`src/rtl/multi_press_detect.sv`:
```
// Multi-channel push-button front end: 2-flop sync, debounce, and
// short / long / auto-repeat press classification per channel.
module multi_press_detect #(
    parameter int unsigned N_CH           = 2,
    parameter int unsigned CLK_PERIOD_ns  = 20,
    parameter int unsigned DEBOUNCE_ns    = 100,
    parameter int unsigned PRESS_TIMER_ns = 500,
    parameter int unsigned REPEAT_EN      = 1,
    parameter int unsigned REPEAT_ns      = 200
) (
    input  logic            clk,
    input  logic            resetn,
    input  logic [N_CH-1:0] in,
    output logic [N_CH-1:0] held,
    output logic [N_CH-1:0] short_pulse,
    output logic [N_CH-1:0] long_pulse,
    output logic [N_CH-1:0] repeat_pulse
);

    localparam int unsigned DEB_CYC  = DEBOUNCE_ns / CLK_PERIOD_ns;
    localparam int unsigned LONG_CYC = PRESS_TIMER_ns / CLK_PERIOD_ns;
    localparam int unsigned REP_CYC  = REPEAT_ns / CLK_PERIOD_ns;
    localparam int unsigned DW = (DEB_CYC > 0) ? $clog2(DEB_CYC + 1) : 1;
    localparam int unsigned PW = $clog2(LONG_CYC + 1);
    localparam int unsigned RW = $clog2(REP_CYC + 1);

    localparam logic [DW-1:0] DEB_MAX  = DW'(DEB_CYC);
    localparam logic [PW-1:0] LONG_MAX = PW'(LONG_CYC);
    localparam logic [RW-1:0] REP_MAX  = RW'(REP_CYC);

    typedef enum logic [1:0] {
        IDLE  = 2'd0,
        PRESS = 2'd1,
        LONG  = 2'd2
    } state_t;

    logic [N_CH-1:0] sync1_q, sync1_d;
    logic [N_CH-1:0] s_q, s_d;
    logic [N_CH-1:0] held_q, held_d;
    logic [N_CH-1:0] short_pulse_q, short_pulse_d;
    logic [N_CH-1:0] long_pulse_q, long_pulse_d;
    logic [N_CH-1:0] repeat_pulse_q, repeat_pulse_d;
    logic [DW-1:0]   deb_cnt_q [N_CH];
    logic [DW-1:0]   deb_cnt_d [N_CH];
    logic [PW-1:0]   press_cnt_q [N_CH];
    logic [PW-1:0]   press_cnt_d [N_CH];
    logic [RW-1:0]   rep_cnt_q [N_CH];
    logic [RW-1:0]   rep_cnt_d [N_CH];
    state_t          state_q [N_CH];
    state_t          state_d [N_CH];

    always_comb begin
        sync1_d        = in;
        s_d            = sync1_q;
        held_d         = held_q;
        short_pulse_d  = '0;
        long_pulse_d   = '0;
        repeat_pulse_d = '0;
        for (int unsigned i = 0; i < N_CH; i++) begin
            deb_cnt_d[i]   = '0;
            press_cnt_d[i] = press_cnt_q[i];
            rep_cnt_d[i]   = rep_cnt_q[i];
            state_d[i]     = state_q[i];

            if (DEB_CYC == 0) begin
                held_d[i] = s_q[i];
            end else if (s_q[i] != held_q[i]) begin
                if (deb_cnt_q[i] >= DEB_MAX - DW'(1)) begin
                    held_d[i] = ~held_q[i];
                end else begin
                    deb_cnt_d[i] = deb_cnt_q[i] + DW'(1);
                end
            end

            // Classification looks at the next debounced level so each pulse
            // lines up with the first cycle in which held shows the change.
            case (state_q[i])
                IDLE: begin
                    if (held_d[i]) begin
                        state_d[i]     = PRESS;
                        press_cnt_d[i] = '0;
                    end
                end
                PRESS: begin
                    if (!held_d[i]) begin
                        short_pulse_d[i] = 1'b1;
                        state_d[i]       = IDLE;
                    end else if (press_cnt_q[i] + PW'(1) == LONG_MAX) begin
                        long_pulse_d[i] = 1'b1;
                        press_cnt_d[i]  = LONG_MAX;
                        rep_cnt_d[i]    = '0;
                        state_d[i]      = LONG;
                    end else begin
                        press_cnt_d[i] = press_cnt_q[i] + PW'(1);
                    end
                end
                LONG: begin
                    if (!held_d[i]) begin
                        state_d[i] = IDLE;
                    end else if (REPEAT_EN != 0) begin
                        if (rep_cnt_q[i] + RW'(1) == REP_MAX) begin
                            repeat_pulse_d[i] = 1'b1;
                            rep_cnt_d[i]      = '0;
                        end else begin
                            rep_cnt_d[i] = rep_cnt_q[i] + RW'(1);
                        end
                    end
                end
                default: state_d[i] = IDLE;
            endcase
        end
    end

    always_ff @(posedge clk) begin
        if (!resetn) begin
            sync1_q        <= '0;
            s_q            <= '0;
            held_q         <= '0;
            short_pulse_q  <= '0;
            long_pulse_q   <= '0;
            repeat_pulse_q <= '0;
            for (int unsigned i = 0; i < N_CH; i++) begin
                deb_cnt_q[i]   <= '0;
                press_cnt_q[i] <= '0;
                rep_cnt_q[i]   <= '0;
                state_q[i]     <= IDLE;
            end
        end else begin
            sync1_q        <= sync1_d;
            s_q            <= s_d;
            held_q         <= held_d;
            short_pulse_q  <= short_pulse_d;
            long_pulse_q   <= long_pulse_d;
            repeat_pulse_q <= repeat_pulse_d;
            for (int unsigned i = 0; i < N_CH; i++) begin
                deb_cnt_q[i]   <= deb_cnt_d[i];
                press_cnt_q[i] <= press_cnt_d[i];
                rep_cnt_q[i]   <= rep_cnt_d[i];
                state_q[i]     <= state_d[i];
            end
        end
    end

    assign held         = held_q;
    assign short_pulse  = short_pulse_q;
    assign long_pulse   = long_pulse_q;
    assign repeat_pulse = repeat_pulse_q;

endmodule
```
`config.mk`:
```
export PLATFORM = sky130hd
export DESIGN_NAME = multi_press_detect
export DESIGN_NICKNAME = d
export VERILOG_FILES = /design/src/rtl/multi_press_detect.sv
export SDC_FILE = /design/constraint.sdc
export NUM_CORES = 1
export LEC_CHECK = 0
export BUFFER_PORTS_ARGS = -buffer_cell sky130_fd_sc_hd__buf_2
export CAP_MARGIN = 20
export CORE_MARGIN = 5
export CORE_UTILIZATION = 53
export DETAILED_ROUTE_END_ITERATION = 16
export GPL_TIMING_DRIVEN = 0
export PLACE_DENSITY_LB_ADDON = 0.15
export RECOVER_POWER = 100
export SYNTH_ARGS = -nofsm -noshare
export SYNTH_HDL_FRONTEND = slang
export SYNTH_SLANG_ARGS = --single-unit
```
`constraint.sdc`:
```
create_clock -name clk -period 1.5 [get_ports clk]
set_input_delay 0.225 -clock clk [delete_from_list [all_inputs] [get_ports clk]]
set_output_delay 0.225 -clock clk [all_outputs]
set_load 0.03 [all_outputs]
```
Word level (Yosys, flattened, before mapping)
Memories as Yosys holds them, arrays and structs flattened.
Cells that the tools add are included.
Widths: inputs -> output; s select.
- register bits: 12
- bits in latches: 0
- bits in writable memories: 28
- memory bits (read-only): 0
- bits of input ports: 4
- output and inout port bits: 8
- logic and storage cells: 101
- memories kept: 4
- memory list (memory ; depth ; bits a word ; read ports ; clocked after Yosys merged registers in ; write ports ; RTL line ; text):
    press_cnt_q ; 2 ; 5 ; 2 ; 0 ; 2 ; 45 ; logic [PW-1:0] press_cnt_q [N_CH];
    rep_cnt_q ; 2 ; 4 ; 2 ; 0 ; 2 ; 47 ; logic [RW-1:0] rep_cnt_q [N_CH];
    deb_cnt_q ; 2 ; 3 ; 2 ; 0 ; 2 ; 43 ; logic [DW-1:0] deb_cnt_q [N_CH];
    state_q ; 2 ; 2 ; 2 ; 0 ; 2 ; 49 ; state_t state_q [N_CH];
- $add $sub $neg: 6
- multipliers: 0
- div/mod/pow operators: 0
- magnitude comparators: 2
- equality and inequality tests: 10
- shift-type cells: 0
- multiplexer cells: 52
- bitwise operators: 10
- reduce and logical (&&, ||, !) cells: 8
- operators with widths (operator ; count):
    $mux 4 ; 10
    $mux 5 ; 8
    $mux 2 ; 10
    $pmux 5 s2 ; 2
    $mux 3 ; 6
    $pmux 4 s2 ; 2
    $mux 1 ; 12
    $pmux 2 s3 ; 2
    $reduce_and 3->1 ; 4
    $add 5x1->5 const B ; 2
    $eq 5x5->1 const B ; 2
    $add 4x1->4 const B ; 2
    $eq 4x4->1 const B ; 2
    $or 1x1->1 ; 8
    $add 3x1->3 const B ; 2
    $ge 3x3->1 const B ; 2
    $eq 2x1->1 const B ; 2
    $eq 2x2->1 const B ; 2
    $logic_not 2->1 ; 2
    $reduce_and 2->1 ; 2
    $ne 1x1->1 ; 2
    $not 1->1 ; 2

Depth between registers and ports, before layout
Gate-level depths: netlist (run 1).
- depth after elaboration: 6
- gate-level depth with buffers: 7
- depth with buffers taken out: 7

Least setup slack after synthesis (run 1)
Ideal clock, no wire load.
- path kind: reg2reg
- from: reg held_q[1], in the netlist held[1]
- to: mem rep_cnt_q[0][7] (netlist name)
- setup time: 0.079 ns
- arrival time: 1.482 ns
- required time: 1.421 ns
- setup slack: -0.061 ns
- stages on the path, launching flop included: 6
- buffers on the path: 0
- period minus slack after synthesis: 1.561 ns
- cell sequence: dfxtp_1 mux2i_2 and4bb_1 o211ai_2 or3_1 o211ai_1
- RTL lines (item ; RTL line ; text):
    start, declared ; 39 ; logic [N_CH-1:0] held_q, held_d;
    start signal, assigned ; 131 ; held_q <= held_d;
    end, declared ; 47 ;

==> results.txt, run 1 <==
The run finished, with violations left. The final reports fail on setup timing. The power density over the cells works out to 889.9 nW/um^2. The logs give 0 for the number of diodes added for antenna fixing and 2 for the total of endpoints with negative setup slack in the final report. The worst-case IR drop observed on VDD is 0.7324 mV. The tightest hold path in the finished design has a slack of 0.1484 ns. The area growth from synthesis to layout is 22.22%. The final route contains 1507 vias. Pin placement for this block handled 12 I/O pins. The net count after synthesis is 232. The worst setup path is of the reg2reg kind. OpenSTA, run right after detailed placement, puts the worst setup slack at -0.1754 ns.

After clock tree synthesis, the clock-pin slew on the worst setup and hold paths is 0.08 ns. Once the floorplan was initialized, standard cells occupied 54.02% of the core. Setup repair after global routing could not meet its margin everywhere. The library cell used most frequently in the layout, excluding fill and tap cells, is sky130_fd_sc_hd__dfxtp_1. Main flop type after synthesis: sky130_fd_sc_hd__dfxtp_1. The congestion estimate from routability-driven global placement came to 0.7324. Global routing consumed, over all layers together, 15.62% of the routing resources.

The detail route stage leaves a number of antenna-violating nets equal to 0. The multi-input combinational cells in the finished layout cover a total of 1219 sq um. Synthesized cell area: 1948 sq um. After detailed routing, the average wire length per cell comes to 13.05 microns. The number of CTS-inserted buffers is 5, and the delay contributed by the slowest stage of the critical path is 0.38 ns. The tools report the level count of the clock H-tree as 2. The root buffer cell chosen for the clock tree is sky130_fd_sc_hd__clkbuf_8. The setup slack of the worst register-to-register path is -0.02 ns. The number of max-cap violations came out at 0. The clock passes through at most 2 buffers.

Final critical-path required period: 1.521 ns. The tools report the total global routing overflow as 0. The via count of the first global-routing pass came out at 1451.

The first global-routing pass estimated 6.361 mm of wire. After detailed routing, the number of vias per cell comes to 5.269. The floorplan step defined a core boundary enclosing 3606 sq um.

The die outline area was 4988 sq um; the worst setup margin was -0.02118 ns. For the worst-case headroom to the max-slew limit, the log shows 69.21%. Summing the sequential cell areas from Yosys gives 41.10% of the chip area. The first routing iteration left 86 violations.

The largest net degree at the start of global routing was 13. In the routed design, unresolved DRC markers number 0. Clock tree synthesis found a total of 40 sinks. The initial antenna violation count came out at 0.

The signal on the critical path passes through ha_4 -> and3b_1 -> a2bb2oi_2 -> a41oi_2 -> nor2_2 -> mux2i_1. The die is 70.63 microns wide. For this design the static power due to leakage is 0.8041 nW.

The count of flip-flops with a built-in enable after synthesis is 0. TritonCTS built the clock tree. The worst-case clock skew came out at 0.005692 ns.

The top cell types in the final layout, fill and taps aside, are sky130_fd_sc_hd__dfxtp_1 (30), sky130_fd_sc_hd__nand2_1 (26), sky130_fd_sc_hd__inv_1 (13), sky130_fd_sc_hd__nand3_1 (13), sky130_fd_sc_hd__clkbuf_1 (12). The sequential cells in the finished layout cover a total of 823.3 sq um. Counting flops with an async set or reset pin after synthesis yields a share of 0%. The path class of the tightest hold or removal check is in2reg. Of all nets on the critical path, the largest fanout is 4.

The die is 70.63 microns tall. At the worst endpoint, the required time is 1.72 ns. The worst setup path is captured at a flop.

Input and output buffers added on the ports amount to 11. The warning count from the yosys run is 0. The layout has 305 filler cells. The tools report the final hold violation count as 0.

The run gives 4 as the count of TritonRoute iterations in the first routing pass. Each instance of the synthesized netlist takes up on average 9.019 sq um. After technology mapping, the gate count stands at 216.

The routed design has 3.731 mm of wire. For this design, the slowest cell found on the critical path is sky130_fd_sc_hd__dfxtp_4. The proportion of layout cells with a drive suffix above 1 was 23.11%.

The run gives 657.4 MHz as the maximum clock rate. After synthesis the netlist holds a flip-flop and latch count of 40. The run gives 0 as the number of buffers added to fix hold violations after cts. For the number of max-slew violations in the final report, the log shows 0. The netlist uses 48 different library cells. At the pin with the least slew margin, the transition time is 0.4618 ns. The floorplan has 22 rows. The worst setup path is launched from a flop. The later pin in the worst-skew pair is clocked with a latency of 0.29 ns. The logs give 1.74 ns for the data arrival time at the worst-slack endpoint and 254 for the net total in the final layout. The half-perimeter wire length of the detailed placement result was 2.591 mm. Of the available clock period, the critical path in the final layout requires 101.4%.
==> power by group <==
group / leakage (nW) / switching (mW) / total (mW) / internal (mW)
combinational: 0.410 / 0.0182 / 0.0314 / 0.0132
sequential: 0.329 / 0.00383 / 1.06 / 1.06
clock: 0.0642 / 0.369 / 1.02 / 0.655
total: 0.804 / 0.391 / 2.12 / 1.73
==> cells by family (layout without fill, tap and decap cells) <==
group	count (synthesis)	after routing	share of synthesized area [%]
AND/OR/NAND/NOR	97	97	26.85
flip-flops	40	40	41.10
AO/OA/AOI/OAI	37	37	14.32
buffers and inverters	19	41	3.725
adder cells (fa/ha/maj)	12	12	7.707
multiplexers	7	7	4.496
XOR/XNOR	4	4	1.798
==> metal layers <==
metal / routed length (microns) / track usage [%]
met5: 0 / 0
met4: 43 / 5.428
met3: 98 / 3.977
met2: 1839 / 26.92
met1: 1750 / 18.91
==> final timing paths <==
kind	from	cells after the start	to
worst max-delay path	press_cnt_q[0][1]$_SDFFE_PN0P_	6	rep_cnt_q[0][1]$_SDFFE_PN0P_
worst min-delay path	in[0]	2	s_d[0]$_SDFF_PN0_
worst max register to register	press_cnt_q[0][1]$_SDFFE_PN0P_	6	rep_cnt_q[0][1]$_SDFFE_PN0P_
worst min register to register	s_d[0]$_SDFF_PN0_	1	s_q[0]$_SDFF_PN0_
==> final cells by class <==
class                   instances  area share [%]
flip-flops and latches         40           34.58
well taps                      48           2.522
repair buffers                 15           3.100
inverters                      14           2.207
multi-input cells             157           51.18
clock inverters                 2           2.522
plain buffers                   5          0.9984
clock buffers                   5           2.890
==> worst max-delay path: cells and delay by family, from the launching register on <==
| family | cells | cell delay [ns] |
|---|---|---|
| adders and majority gates | 1 | 0.16 |
| and+or+nand+nor | 2 | 0.35 |
| AOI/OAI and AO/OA | 2 | 0.36 |
| muxes | 1 | 0.20 |
| DFF | 1 | 0.38 |
==> cell usage after synthesis (all sizes together) (2+ instances only) <==
cell type,number,area (sq um)
and2,13,81.33
a32oi,2,17.52
nand2b,3,18.77
a21oi,2,10.01
ha,12,150.1
nor2b,6,37.54
a41oi,2,32.53
nand2,26,97.59
dfxtp,40,800.8
nor2,15,58.81
and4b,2,21.27
o21ai,11,55.05
nand3,15,75.07
and2b,2,17.52
a31oi,2,12.51
mux2i,6,76.32
xnor2,4,35.03
a21boi,7,52.55
clkbuf,4,15.01
o211ai,2,20.02
nor3b,5,37.54
inv,14,52.55
==> through the flow <==
stage | TNS (ns) | total power [mW] | std cells | utilization [%] | cell area (sq um)
after floorplan | 0 | 1.115 | 216 | - | 1956
after global placement | -0.8809 | 1.128 | 275 | 57.43 | 2071
after detailed placement | -1.012 | 1.129 | 275 | 57.43 | 2071
after CTS | -0.02672 | 2.146 | 284 | 63.46 | 2288
after global routing | -0.5337 | 2.192 | 286 | 66.03 | 2381
final | -0.04023 | 2.119 | 286 | 66.03 | 2381
==> sequential cells by signal (all words and copies together) (netlist names) <==
name,cells
press_cnt_q,10
rep_cnt_q,8
deb_cnt_q,6
state_q,4
held,2
long_pulse,2
repeat_pulse,2
s_d,2
s_q,2
short_pulse,2
==> timing repair <==
item	4_1_cts	5_1_grt
pin swaps	6	11
endpoints found under the setup margin	9	14
gates resized for setup	22	26
setup buffers	2	2
endpoints found under the hold margin	0	0
Power figures use the tool's default switching activity.
==> run 2: changes to the inputs <==
--- a/config.mk
+++ b/config.mk
@@ -11,7 +11,7 @@
 export CORE_UTILIZATION = 53
 export DETAILED_ROUTE_END_ITERATION = 16
 export GPL_TIMING_DRIVEN = 0
-export PLACE_DENSITY_LB_ADDON = 0.15
+export PLACE_DENSITY = 0.74
 export RECOVER_POWER = 100
 export SYNTH_ARGS = -nofsm -noshare
 export SYNTH_HDL_FRONTEND = slang
==> constraint.sdc (replaced) <==
create_clock -name clk -period 1.5 [get_ports clk]
set_input_delay 0.15 -clock clk [delete_from_list [all_inputs] [get_ports clk]]
set_output_delay 0.15 -clock clk [all_outputs]
set_load 0.03 [all_outputs]
==> run 2 against run 1 <==
Net effect:
- the flow still finishes with violations (setup timing)
- global-route usage grew 0.50 points
- via count grew 1.8%
- clock skew grew 0.0019 ns
- routed wire length up 2.5%
- highest routed layer unchanged
==> results.txt, run 2 (synthesis gave the netlist of run 1 again) <==
The run finished, with violations left. The checks that failed: setup timing. The number of cells on the worst reg-to-reg path is 6.

For this block, wires on met1 add up to 1.830 mm. In this run the power spent charging and discharging nets is 0.3777 mW. The library cells used most frequently in the layout, excluding fill and tap cells, are sky130_fd_sc_hd__dfxtp_1 (32), sky130_fd_sc_hd__nand2_1 (26), sky130_fd_sc_hd__nand3_1 (15), sky130_fd_sc_hd__clkbuf_1 (14). The worst register-to-register path has a setup slack of -0.05 ns. For this block, the initial DRC count from the detailed router was 61. In the final layout, the registers with the most flip-flops are press_cnt_q x10, rep_cnt_q x8, deb_cnt_q x6. The library cell used most frequently in the layout, excluding fill and tap cells, is sky130_fd_sc_hd__dfxtp_1.

Measured against its own limit, the worst slew margin works out to 67.18%. After detailed routing, the average wire length per cell comes to 13.01 microns. The tools report the post-placement cell count as 275. The switching power share of the total is 20.66%, and the count of standard-cell rows is 22.

Leaving out filler cells and counting taps, the final layout contains 294. The tools report the level count of the clock H-tree as 2. The number of remaining DRC errors is 0. Final hold violation count: 0. The tools report the cell leakage power as 0.8245 nW. Largest net degree at the start of global routing: 12. Element type at the critical path end: a flop. The worst hold path terminates at s_d[0]$_SDFF_PN0_.

Measured along the x axis, the die boundary spans 70.63 microns. Of the total power, the clock network draws 40.0%. The final cycle utilization of the critical path was 103.3%. For this design the ratio of total power to cell area is 769.4 nW/um^2. The routed layout has 1534 vias. The tools report the number of diodes added for antenna fixing as 0. Setup violations remaining at the end of the flow were counted as 6. The worst hold path begins at in[0].

By startpoint and endpoint, the worst setup path is classified as reg2reg. The via count of the first global-routing pass is 1461. The number of clock buffers added by TritonCTS is 5. Counting flops per register, the top entry is press_cnt_q.

After clock tree synthesis, the clock-pin slew on the worst setup and hold paths is 0.08 ns. The residual antenna-violating net count after detailed routing was 0; the worst-case clock skew was 0.007552 ns. Number of flip-flops under the largest register name: 10. The tools report the maximum clock rate as 645.5 MHz. The wire-length estimate of the detail-placed layout is 2.445 mm. At the end of the flow the core is filled with cells to 65.89%.

The uppermost metal layer occupied by signal nets is met4. At the pin with the least slew margin, the transition time is 0.4904 ns. The worst-case IR drop observed on VDD is 0.5773 mV.

The top fanout value on the critical path came out at 4. Reg-to-reg startpoint: press_cnt_q[0][1]$_SDFFE_PN0P_. The run gives 40 as the sink count of the clock tree. Of the total power, registers draw 58.3%. The initial antenna violation count came out at 0. Using the TritonRoute via totals, the vias-per-cell ratio works out to 5.218.

The part of the power in combinational logic was 1.7%. TritonCTS built the clock tree. The die covers 4988 sq um.

The proportion of layout cells with a drive suffix above 1 was 22.36%. The worst path needs 1.549 ns of the cycle, external delays included. The logs give 6.534 mm for the global-route wire length before repair and 3.824 mm for the wire length reported by the detailed router. The region available for standard cell placement spans 3606 sq um. The design internal power came out at 1.450 mW. The total global routing overflow is 0. Initial standard-cell utilization of the core: 54.02%.

The logs give 0 for the number of max-cap violations and -0.04922 ns for the worst setup margin. The type of element launching the critical path was a flop. For the worst-skew pair, the clock arrives at the later sink with an insertion delay of 0.29 ns.

The tools report the number of max-slew violations in the final report as 0. The master cell of the clock root buffer was sky130_fd_sc_hd__clkbuf_8. The capture point of the worst reg-to-reg path is rep_cnt_q[0][1]$_SDFFE_PN0P_.

The worst-case clock buffer depth is 2, and the final estimated routing congestion in global placement is 0.7943. The path class of the tightest hold or removal check is in2reg. The tools report the required time at the endpoint of the critical path as 1.72 ns. The tools report the net total in the final layout as 261. The layout overhead on the synthesized area is 21.97%. Before antenna repair, the detailed router went through 4 iterations. For the worst setup path, the data arrival time is 1.77 ns. The total routing usage reported by global routing was 16.12%; the sum of met2 wire segment lengths after detailed routing was 1.741 mm.

Counting instances, the worst hold path has a depth of 2. Setup repair after global routing could not meet its margin everywhere. 12 I/O pins were placed.

The die extent in y came out at 70.63 microns. Summed over all nets, wire length on met3 after detailed routing comes to 208 microns. In this run the tool buffered the top-level ports with 11 buffer cells.
[run 2: worst max path at each step]
| stage | from | endpoint | slack, ns | cells after the start |
|---|---|---|---|---|
| after floorplan | rep_cnt_q[0][4]$_SDFFE_PN0P_ | rep_cnt_q[0][7]$_SDFFE_PN0P_ | 0.004 | 6 |
| after global placement | press_cnt_q[0][1]$_SDFFE_PN0P_ | rep_cnt_q[0][1]$_SDFFE_PN0P_ | -0.17 | 6 |
| after detailed placement | press_cnt_q[0][0]$_SDFFE_PN0P_ | rep_cnt_q[0][1]$_SDFFE_PN0P_ | -0.23 | 6 |
| after CTS | press_cnt_q[0][1]$_SDFFE_PN0P_ | rep_cnt_q[0][1]$_SDFFE_PN0P_ | -0.04 | 6 |
| after global routing | press_cnt_q[0][1]$_SDFFE_PN0P_ | rep_cnt_q[0][1]$_SDFFE_PN0P_ | -0.16 | 6 |
| final | press_cnt_q[0][1]$_SDFFE_PN0P_ | rep_cnt_q[0][1]$_SDFFE_PN0P_ | -0.05 | 6 |
[run 2: power groups by stage]
stage	combinational, mW	sequential (mW)	clock [mW]
after CTS	0.0329	1.06	0.746
after global placement	0.0320	1.10	0
final	0.0317	1.07	0.731
after detailed placement	0.0325	1.10	0
after floorplan	0.0196	1.09	0
after global routing	0.0356	1.07	0.785
[run 2: cell type report]
cell class / count / area [sq um]
repair buffers: 22 / 126.4
clock buffers: 8 / 90.09
well taps: 48 / 60.06
fillers: 319 / 1230
flip-flops and latches: 40 / 818.3
plain buffers: 5 / 21.27
inverters: 14 / 52.55
multi-input cells: 157 / 1207
[run 2: routing by layer]
metal / track usage, % / up-vias
met5: 0 / -
met4: 6.054 / 0
met3: 4.972 / 5
met2: 24.84 / 28
met1: 21.26 / 698
li1: - / 803
[run 2: timing repair]
action	in CTS	in global routing
pin swaps	6	7
hold buffers	0	0
buffers inserted	7	4
resized for setup	25	14
endpoints found under the setup margin	9	13
[run 2: critical path, cell delays in order, from the launching register on]
cell	delay [ns]
sky130_fd_sc_hd__dfxtp_4	0.37
sky130_fd_sc_hd__ha_4	0.15
sky130_fd_sc_hd__and3b_1	0.18
sky130_fd_sc_hd__a2bb2oi_2	0.18
sky130_fd_sc_hd__a41oi_2	0.19
sky130_fd_sc_hd__nor2_2	0.20
sky130_fd_sc_hd__mux2i_1	0.20
[run 2: per-stage QoR]
stage / TNS, ns / cell area, sq um / hold slack, ns / setup WS, ns / power, mW
floorplan: 0 / 1956 / 0.2773 / 0.003696 / 1.115
global placement: -0.8403 / 2071 / 0.3550 / -0.1703 / 1.127
global route: -0.9248 / 2376 / 0.07012 / -0.1581 / 1.887
CTS: -0.04473 / 2286 / 0.05997 / -0.04473 / 1.842
detailed placement: -1.110 / 2071 / 0.3645 / -0.2307 / 1.128
finish: -0.1168 / 2376 / 0.06660 / -0.04922 / 1.828
==> run 3: changes to the inputs <==
--- a/config.mk
+++ b/config.mk
@@ -8,10 +8,9 @@
 export BUFFER_PORTS_ARGS = -buffer_cell sky130_fd_sc_hd__buf_2
 export CAP_MARGIN = 20
 export CORE_MARGIN = 5
-export CORE_UTILIZATION = 53
+export CORE_UTILIZATION = 59
 export DETAILED_ROUTE_END_ITERATION = 16
-export GPL_TIMING_DRIVEN = 0
-export PLACE_DENSITY = 0.74
+export PLACE_DENSITY = 0.78
 export RECOVER_POWER = 100
 export SYNTH_ARGS = -nofsm -noshare
 export SYNTH_HDL_FRONTEND = slang
==> constraint.sdc (replaced) <==
create_clock -name clk -period 1.7 [get_ports clk]
set_input_delay 0.17 -clock clk [delete_from_list [all_inputs] [get_ports clk]]
set_output_delay 0.17 -clock clk [all_outputs]
set_load 0.005 [all_outputs]
==> run 3 against run 2 <==
Net effect:
- the flow now finishes without violations
- cell area decreased by 7.7%
- via count rose by 1.2%
- cell count fell by 5.4%
- total power decreased by 8.6%
- clock-buffer cell count decreased by 1
- die area down 8.8%
- sequential power down 12%
- flip-flop and latch count did not move
- largest power group unchanged
==> results.txt, run 3 (synthesis gave the netlist of run 1 again) <==
The run finished with clean final reports. Overall power consumption after layout is estimated at 1.670 mW. Setup violations remaining at the end of the flow were counted as 0. Final hold violation count: 0. The tools report the termination of the worst setup path as rep_cnt_q[0][7]$_SDFFE_PN0P_.

The die covers 4551 sq um. The depth of the worst register-to-register path is 6. The wire length reported by the detailed router came out at 3.762 mm. Max-cap violations in this run came to 0. Type of element launching the critical path: a flop. The via count normalized by instance count was 5.586. Clock tree synthesis selected as its root buffer the cell sky130_fd_sc_hd__clkbuf_4. Across every metal layer, demand over resource in global routing totals 19.26%. Summing all multi-input logic gate instances after layout gives 1107 sq um. The tools report the final estimated routing congestion in global placement as 0.8098.

Met2 demand-to-capacity share in global routing: 34.99%. The capture point of the worst reg-to-reg path is rep_cnt_q[0][7]$_SDFFE_PN0P_. For this run, global-route usage on met1 was measured as 19.03%. Clock-pin slew was measured on the worst setup and hold paths at 0.12 ns.

Once detail routing completed, the nets flagged for antenna violations numbered 0. The worst register-to-register path begins at rep_cnt_q[0][4]$_SDFFE_PN0P_. Met3 usage: 7.155%.

Once the floorplan was initialized, standard cells occupied 62.78% of the core. Along the worst path, the maximum fanout reaches 8. The slew at the pin with the worst max-slew slack is 0.8448 ns. The total number of vias was 1553; the sink count of the clock tree was 40. The worst-case headroom to the max-slew limit came out at 43.68%. The proportion of layout cells with a drive suffix above 1 was 15.81%; the area taken by flip-flops and latches was 812.0 sq um. Data on the critical path is required at its endpoint by 1.98 ns. The total global routing overflow is 0, and the worst-case clock skew is 0.01031 ns. Detailed placement ended at an HPWL of 2.658 mm. For this design, the CTS-stage hold fixing added 0 buffers. Largest register by flop count: press_cnt_q.

After floorplanning, the core was sized to cover 3103 sq um. The tools report the element type at the critical path end as a flop. The number of diodes added for antenna fixing came out at 0. After detailed routing, the number of remaining DRC violations is 0.

The run gives 0.6108 mV as the maximum resistive drop on vdd. Power spread over the standard cell area amounts to 761.6 nW/um^2. The floorplan has 20 rows. Buffers added to address setup during post-CTS repair amount to 0.

For the data arrival time at the worst-slack endpoint, the log shows 1.88 ns. The tools report the iteration-0 DRC count of the detailed router as 84. Once layout is done, the placed cells without fillers occupy 2193 sq um. Measured along the x axis, the die boundary spans 67.46 microns.

The via count of the first global-routing pass came out at 1605. The hold path depth is 2, and the number of CTS-inserted buffers is 5. After global routing, the most crowded layer is met2. Leaving out fill and tap cells, the most frequent cells in the layout are sky130_fd_sc_hd__dfxtp_1 (35), sky130_fd_sc_hd__nand2_1 (26), sky130_fd_sc_hd__nand3_1 (15), sky130_fd_sc_hd__inv_1 (14), sky130_fd_sc_hd__nor2_1 (14). The clock insertion delay at the later pin of the skew report was 0.35 ns; the final cycle utilization of the critical path was 93.95%.

The tools report the instance area after placement as 2068 sq um. The die extent in y is 67.46 microns, and the number of top-level pins is 12. The number of max-slew violations in the final report is 0, and the global-route wire length before repair is 6.699 mm.

The first TritonRoute pass finished after 4 iterations. The type of the worst min-delay path is in2reg. Tracing the worst setup path back leads to its startpoint at rep_cnt_q[0][4]$_SDFFE_PN0P_. The largest registers in the layout are press_cnt_q x10, rep_cnt_q x8, deb_cnt_q x6. Based on the critical path, the design can be clocked at up to 626.1 MHz. The tools report the setup slack of the worst register-to-register path as 0.10 ns.

The commonest non-fill, non-tap cell in the layout was sky130_fd_sc_hd__dfxtp_1. Entering global routing, the biggest net connects 24 pins. The analysis attributes to cell leakage a power of 0.7814 nW.

Worst-case clock buffer depth: 2. The register with the most flip-flops in the layout has 10 of them. After filler insertion, the fill cell instance count of the layout stands at 253. Input and output buffers added on the ports amount to 11.

Once routing completed, OpenROAD measured the worst setup slack at 0.1029 ns. Timing analysis after detailed placement gives a worst setup slack of -0.04670 ns. TritonCTS built the clock tree. The final layout contains 249 nets.

The H-tree was split into 2 levels. Detailed-route wire length per cell: 13.53 microns. Type of the worst setup path: reg2reg. The layout overhead on the synthesized area is 12.59%. The initial antenna violation count is 0, and the final critical-path required period is 1.597 ns.
==> run 3: how the worst min path moves through the flow <==
stage	slack, ns	start	end
after floorplan	0.30	in[0]	s_d[0]$_SDFF_PN0_
after global placement	0.38	in[1]	s_d[1]$_SDFF_PN0_
after detailed placement	0.38	in[0]	s_d[0]$_SDFF_PN0_
after global routing	0.02	in[0]	s_d[0]$_SDFF_PN0_
after CTS	0.02	in[0]	s_d[0]$_SDFF_PN0_
final	0.02	in[0]	s_d[0]$_SDFF_PN0_
==> run 3: worst max-delay path, cell delays in order, from the launching register on <==
cell,delay (ns)
sky130_fd_sc_hd__dfxtp_4,0.39
sky130_fd_sc_hd__ha_2,0.22
sky130_fd_sc_hd__a21boi_1,0.14
sky130_fd_sc_hd__a21oi_1,0.25
sky130_fd_sc_hd__o211ai_2,0.14
sky130_fd_sc_hd__or3_1,0.32
sky130_fd_sc_hd__o211ai_1,0.09
==> run 3: timing repair <==
| item | CTS | global route |
|---|---|---|
| pin swaps | 0 | 2 |
| gates resized for setup | 3 | 13 |
| setup endpoints to repair | 4 | 8 |
==> run 3: stage by stage <==
stage	util (%)	std cells	TNS, ns	hold slack (ns)
2_1_floorplan	-	216	0	0.2973
3_3_place_gp	66.65	270	0	0.3767
3_5_place_dp	66.65	270	-0.07946	0.3814
4_1_cts	70.08	278	0	0.01639
5_1_grt	70.69	278	-0.01053	0.01834
6_report	70.69	278	0	0.02472
==> run 3: report_power, final <==
part	internal [mW]	switching [mW]
Combinational	0.0111	0.0142
Sequential	0.939	0.00341
Clock	0.391	0.312
Total	1.34	0.329
==> run 3: layer usage <==
layer | part of all wire, % | vias up
met5 | 0 | -
li1 | - | 784
met4 | 2.3 | 0
met2 | 53 | 28
met1 | 41 | 728
met3 | 3.7 | 13
==> run 3: layout make-up <==
cell class              count  area share [%]
multi-input cells         157           50.48
clock buffers               7           2.966
flip-flops and latches     40           37.02
inverters                  14           2.396
clock inverters             1           1.369
well taps                  44           2.510
repair buffers             15           3.252
